[config.mk]
export PLATFORM = sky130hd
export DESIGN_NAME = usb_rx_packer
export DESIGN_NICKNAME = d
export VERILOG_FILES = /design/src/rtl/usb_pkg.sv /design/src/rtl/usb_byte_fifo.sv /design/src/rtl/usb_rx_packer.sv
export SDC_FILE = /design/constraint.sdc
export NUM_CORES = 1
export LEC_CHECK = 0
export CAP_MARGIN = 20
export CORE_ASPECT_RATIO = 1.5
export CORE_MARGIN = 2
export CORE_UTILIZATION = 52
export CTS_CLUSTER_SIZE = 12
export DETAILED_ROUTE_END_ITERATION = 10
export PLACE_DENSITY = 0.87
export SYNTH_ARGS = -nofsm -noshare
export SYNTH_HDL_FRONTEND = slang
export SYNTH_SLANG_ARGS = --single-unit
[constraint.sdc]
create_clock -name clk_i -period 2.95 [get_ports clk_i]
set_clock_uncertainty 0.1 [all_clocks]
set_input_delay 0.4425 -clock clk_i [delete_from_list [all_inputs] [get_ports clk_i]]
set_output_delay 0.4425 -clock clk_i [all_outputs]
set_load 0.05 [all_outputs]
[src/rtl/usb_pkg.sv]
// rtl/usb_pkg.sv - shared USB peripheral register map, status layout and rx packer states
package usb_pkg;

    localparam logic [31:0] USB_CCR = 32'd0;
    localparam logic [31:0] USB_RDR = 32'd4;
    localparam logic [31:0] USB_TDR = 32'd8;
    localparam logic [31:0] USB_STA = 32'd12;

    localparam int STA_RX_BIT  = 1;
    localparam int STA_CNT_LSB = 8;

    typedef enum logic [2:0] {
        ST_IDLE,
        ST_GATHER,
        ST_WR_RDR,
        ST_WR_STA,
        ST_WAIT_ACK
    } rx_state_t;

    // Status word announcing a received RDR word holding cnt valid bytes.
    function automatic logic [31:0] sta_word(input logic [2:0] cnt);
        logic [31:0] r;
        r = '0;
        r[STA_RX_BIT] = 1'b1;
        r[STA_CNT_LSB +: 3] = cnt;
        return r;
    endfunction

endpackage

[src/rtl/usb_byte_fifo.sv]
// rtl/usb_byte_fifo.sv - fall-through byte FIFO with occupancy count and synchronous flush
module usb_byte_fifo #(
    parameter int DEPTH = 16,
    localparam int AW = $clog2(DEPTH)
) (
    input  logic          clk_i,
    input  logic          rst_i,
    input  logic          flush,
    input  logic          push,
    input  logic          pop,
    input  logic [7:0]    din,
    output logic [7:0]    dout,
    output logic          full,
    output logic          empty,
    output logic [AW:0]   level
);

    logic [7:0]    mem [DEPTH];
    logic [AW-1:0] wr_ptr;
    logic [AW-1:0] rd_ptr;
    logic          do_push;
    logic          do_pop;

    assign full    = (level == (AW+1)'(DEPTH));
    assign empty   = (level == '0);
    assign do_pop  = pop && !empty;
    // A full FIFO still accepts a byte when the head leaves in the same cycle.
    assign do_push = push && (!full || do_pop);
    assign dout    = mem[rd_ptr];

    always_ff @(posedge clk_i) begin
        if (do_push && !flush) begin
            mem[wr_ptr] <= din;
        end
    end

    always_ff @(posedge clk_i or posedge rst_i) begin
        if (rst_i) begin
            wr_ptr <= '0;
            rd_ptr <= '0;
            level  <= '0;
        end else if (flush) begin
            wr_ptr <= '0;
            rd_ptr <= '0;
            level  <= '0;
        end else begin
            if (do_push) begin
                wr_ptr <= wr_ptr + 1'b1;
            end
            if (do_pop) begin
                rd_ptr <= rd_ptr + 1'b1;
            end
            case ({do_push, do_pop})
                2'b10:   level <= level + 1'b1;
                2'b01:   level <= level - 1'b1;
                default: level <= level;
            endcase
        end
    end

endmodule

[src/rtl/usb_rx_packer.sv]
// rtl/usb_rx_packer.sv - packs received USB bytes into 32-bit RDR words, then posts STA
module usb_rx_packer
    import usb_pkg::*;
#(
    parameter int DEPTH   = 16,
    parameter int TIMEOUT = 1000,
    localparam int LW = $clog2(DEPTH) + 1
) (
    input  logic          clk_i,
    input  logic          rst_i,
    input  logic [7:0]    rx_data_i,
    input  logic          rx_valid_i,
    input  logic          rd_ack_i,
    input  logic          flush_i,
    output logic          write_o,
    output logic [31:0]   wraddr_o,
    output logic [31:0]   wdata_o,
    output logic [LW-1:0] level_o,
    output logic          overflow_o
);

    localparam int TW = $clog2(TIMEOUT);

    rx_state_t     state;
    logic [31:0]   word;
    logic [31:0]   word_nx;
    logic [2:0]    cnt;
    logic [TW-1:0] tmr;
    logic [7:0]    fifo_dout;
    logic          fifo_full;
    logic          fifo_empty;
    logic          pop;

    assign pop = (state == ST_IDLE || state == ST_GATHER) && !fifo_empty && !flush_i;

    always_comb begin
        word_nx = word;
        word_nx[{cnt[1:0], 3'b000} +: 8] = fifo_dout;
    end

    usb_byte_fifo #(.DEPTH(DEPTH)) u_fifo (
        .clk_i (clk_i),
        .rst_i (rst_i),
        .flush (flush_i),
        .push  (rx_valid_i),
        .pop   (pop),
        .din   (rx_data_i),
        .dout  (fifo_dout),
        .full  (fifo_full),
        .empty (fifo_empty),
        .level (level_o)
    );

    always_ff @(posedge clk_i or posedge rst_i) begin
        if (rst_i) begin
            overflow_o <= 1'b0;
        end else if (flush_i) begin
            overflow_o <= 1'b0;
        end else if (rx_valid_i && fifo_full && !pop) begin
            overflow_o <= 1'b1;
        end
    end

    // Outputs are registered so each WR_* state is exactly its own write cycle.
    always_ff @(posedge clk_i or posedge rst_i) begin
        if (rst_i) begin
            state    <= ST_IDLE;
            word     <= '0;
            cnt      <= '0;
            tmr      <= '0;
            write_o  <= 1'b0;
            wraddr_o <= USB_RDR;
            wdata_o  <= '0;
        end else if (flush_i) begin
            state    <= ST_IDLE;
            word     <= '0;
            cnt      <= '0;
            tmr      <= '0;
            write_o  <= 1'b0;
            wraddr_o <= USB_RDR;
            wdata_o  <= '0;
        end else begin
            case (state)
                ST_IDLE, ST_GATHER: begin
                    if (pop) begin
                        word <= word_nx;
                        cnt  <= cnt + 1'b1;
                        tmr  <= '0;
                        if (cnt == 3'd3) begin
                            state    <= ST_WR_RDR;
                            write_o  <= 1'b1;
                            wraddr_o <= USB_RDR;
                            wdata_o  <= word_nx;
                        end else begin
                            state <= ST_GATHER;
                        end
                    end else if (state == ST_GATHER) begin
                        // Partial word: the core went quiet, so hand over what we have.
                        if (tmr == TW'(TIMEOUT - 1)) begin
                            state    <= ST_WR_RDR;
                            write_o  <= 1'b1;
                            wraddr_o <= USB_RDR;
                            wdata_o  <= word;
                        end else begin
                            tmr <= tmr + 1'b1;
                        end
                    end
                end
                ST_WR_RDR: begin
                    state    <= ST_WR_STA;
                    write_o  <= 1'b1;
                    wraddr_o <= USB_STA;
                    wdata_o  <= sta_word(cnt);
                end
                ST_WR_STA: begin
                    state    <= ST_WAIT_ACK;
                    write_o  <= 1'b0;
                    wraddr_o <= USB_RDR;
                    wdata_o  <= '0;
                end
                ST_WAIT_ACK: begin
                    if (rd_ack_i) begin
                        state <= ST_IDLE;
                        word  <= '0;
                        cnt   <= '0;
                        tmr   <= '0;
                    end
                end
                default: begin
                    state <= ST_IDLE;
                end
            endcase
        end
    end

endmodule
==> results.sh <==
export IMPL_status="complete, no violations"
export IMPL_nets=908
export IMPL_track_usage=0.2177
export IMPL_initial_core_util=0.5293
export IMPL_grt_pass1_vias=6784
export IMPL_rsz0062_at_grt="no"
export IMPL_htree_levels=1
export IMPL_critical_path_class="reg2reg"
export IMPL_startpoint="u_fifo.rd_ptr[0]$_DFFE_PP0P_"
export IMPL_grt_pass1_wl_um=35750
export IMPL_cts_setup_buffers=0
export IMPL_setup_violations=0
export IMPL_stdcell_area_um2=11750
export IMPL_yosysUniqueCellTypes=63
export IMPL_pwr_share_comb=0.363
export IMPL_r2r_start="u_fifo.rd_ptr[0]$_DFFE_PP0P_"
export IMPL_post_cts_resized=0
export IMPL_cts_root_buf="clkbuf_16"
export IMPL_dp_hpwl_um=15180
export IMPL_clock_path_buffers=3
export IMPL_port_buffers=52
export IMPL_p_clk_frac=0.262
export IMPL_cp_start_kind="register"
export IMPL_cts_hold_buf=0
export IMPL_pwr_share_seq=0.375
export IMPL_crit_required_ns=3.25
export IMPL_r2r_end="wdata_o[1]$_DFFE_PP0P_"
export IMPL_dieArea_um2=20660
export IMPL_syn_inst=790
export IMPL_cp_max_fo=19
export IMPL_synthFlopType="edfxtp_1"
export IMPL_grt_max_degree=80
export IMPL_wirelength_um=22210
export IMPL_antenna_found_initial=0
export IMPL_whs_ns=0.1813
export IMPL_hold_viol=0
export IMPL_drtIter0Drc=762
export IMPL_layout_common_cells="128 x edfxtp_1, 95 x dfrtp_1, 82 x nor2_1"
export IMPL_diodes=0
export IMPL_p_sw_frac=0.3667
export IMPL_vias=6709
export IMPL_dp_cells=1111
export IMPL_synth_area_per_cell_um2=12.84
export IMPL_cp_data_arrival_time_ns=3.07
export IMPL_pin_count=84
export IMPL_numCtsBuffers=23
export IMPL_power_switching_uw=3633
export IMPL_clock_sinks=224
export IMPL_placed_cell_area_um2=11090
export IMPL_min_path_type="in2async"
export IMPL_slew_headroom=0.3464
export IMPL_cts_tree="yes"
export IMPL_ff2ff_setup_slack_ns=0.17
export IMPL_leakagePower_uw=0.004449
export IMPL_post_drt_wl_per_cell_um=19.33
export IMPL_ys_seq_area_frac=0.6158
export IMPL_clk_pin_slew_worst_paths_ns=0.06
export IMPL_layoutNonFillerInstCount=1149
export IMPL_drc=0
export IMPL_die_width_um=118.0
export IMPL_tightest_slew_ns=0.9720
export IMPL_async_flop_share=0.4286
export IMPL_min_period_ns=2.778
export IMPL_layout_commonest_cell="edfxtp_1"
export IMPL_clock_fmax_mhz=359.9
export IMPL_period_share=0.9418
export IMPL_ys_warn_count=0
export IMPL_drv_cap=0
export IMPL_powerDensity_nw_per_um2=843.3
export IMPL_ir_drop_mv=0.3982
export IMPL_slew_viol_final=0
export IMPL_synth_seq_cells=224
export IMPL_syn2layout_area_growth_pct=15.83
export IMPL_worstSetupEndpointType="register"
export IMPL_preCtsSetupSlack_ns=0.06256
export IMPL_reg2reg_depth=6
export IMPL_cp_endpoint="wdata_o[1]$_DFFE_PP0P_"
export IMPL_worst_slack_ns=0.1718
export IMPL_insertion_delay_ns=0.51
export IMPL_postRouteAntennaNets=0
export IMPL_drive_above_1_share=0.1355
export IMPL_chipHeight_um=175.0
export IMPL_viasPerCell=5.839
export IMPL_gp_congestion=0.8509
export IMPL_synth_area_um2=10140
export IMPL_num_rows=62
export IMPL_gr_total_overflow=0
export IMPL_drtPass1Iterations=4
export IMPL_synth_edf_count=128
export IMPL_internal_power_uw=6274
export IMPL_coreArea_um2=19160
[power by group through the flow]
stage	Clock, µW	Sequential (µW)	Combinational, µW
3_5_place_dp	0	3760	3550
4_1_cts	2630	3700	3580
3_3_place_gp	0	3750	3430
5_1_grt	2770	3730	3900
2_1_floorplan	0	3850	2390
6_report	2600	3710	3600
[cells by family (layout without fill, tap and decap cells)]
logic type      after synthesis  after routing  synth area share
mux                          52             52           0.08635
xor+xnor                     17             17           0.01468
buf+inv                      82            156           0.05021
simple gates                214            214           0.09339
fa+ha+maj                    15             15           0.01850
flops                       224            224            0.6158
compound gates              184            184            0.1203
other cells                   2             31         0.0007405
[metal layers]
layer  share of wire  track usage  routed length, µm  vias up
li1                -            -                  -     3058
met1            0.37       0.2486               8240     3358
met2            0.55       0.4079              12160      232
met3           0.047      0.02774               1049       61
met4           0.034      0.09187                757        0
met5               0            0                  0        -
[sequential cells by signal, indices dropped and copies added (netlist names)]
name,cells
cnt,3
u_fifo.rd_ptr,4
write_o,1
word,32
u_fifo.level,5
state,3
tmr,10
overflow_o,1
wdata_o,32
wraddr_o,1
u_fifo.wr_ptr,4
u_fifo.mem,128
[cell usage after synthesis (5+ instances only)]
cell type	instances	share of area
a32o_1	5	0.0049
nand2b_1	9	0.0056
o31ai_1	27	0.020
clkbuf_1	15	0.0056
o21ai_0	44	0.022
o21ai_1	7	0.0035
a2bb2oi_1	13	0.011
xor2_1	10	0.0086
nand3_1	7	0.0035
a21oi_2	5	0.0043
mux4_2	20	0.044
edfxtp_1	128	0.38
nand4_1	5	0.0031
nor3_1	19	0.0094
inv_1	13	0.0048
or3_1	7	0.0043
a21oi_1	47	0.023
buf_2	10	0.0049
nor2_1	82	0.030
mux2i_1	20	0.020
nand2_1	67	0.025
xnor2_1	7	0.0060
mux2_2	6	0.0067
buf_4	36	0.027
mux4_1	6	0.016
ha_1	15	0.019
dfrtp_1	96	0.24
[per-stage QoR]
stage                      TNS, ns  utilization  power [µW]
after detailed placement         0       0.5789        7315
after floorplan           -0.02058            -        6239
after CTS                        0       0.6131        9915
after global placement           0       0.5789        7186
final                            0       0.6131        9907
after global routing             0       0.6131       10390
[layout make-up]
class	count	area [µm²]
clock buffer	35	630.6
clock inverter	3	25.02
fill	1448	7413
inverter	13	52.55
multi-input combinational	513	3503
sequential	224	6247
tap	256	320.3
timing repair buffer	105	968.4
[how the worst min path moves through the flow]
stage,to,startpoint,cells past startpoint,slack (ns)
floorplan,wdata_o[10]$_DFFE_PP0P_,word[10]$_DFFE_PP0P_,2,0.34
global placement,word[1]$_DFFE_PP0P_,word[1]$_DFFE_PP0P_,2,0.36
detailed placement,write_o$_DFFE_PP0P_,write_o$_DFFE_PP0P_,2,0.37
CTS,tmr[2]$_DFFE_PP0P_,rst_i,2,0.19
global route,tmr[2]$_DFFE_PP0P_,rst_i,2,0.23
finish,tmr[2]$_DFFE_PP0P_,rst_i,2,0.18
[worst max-delay path: stages, from the launching register on]
cell	delay [ns]
dfrtp_2	0.59
buf_12	0.24
mux2i_1	0.25
a221oi_1	0.15
o31ai_1	0.84
o211ai_1	0.25
a22o_1	0.23
(Power assumes the default switching activity.)
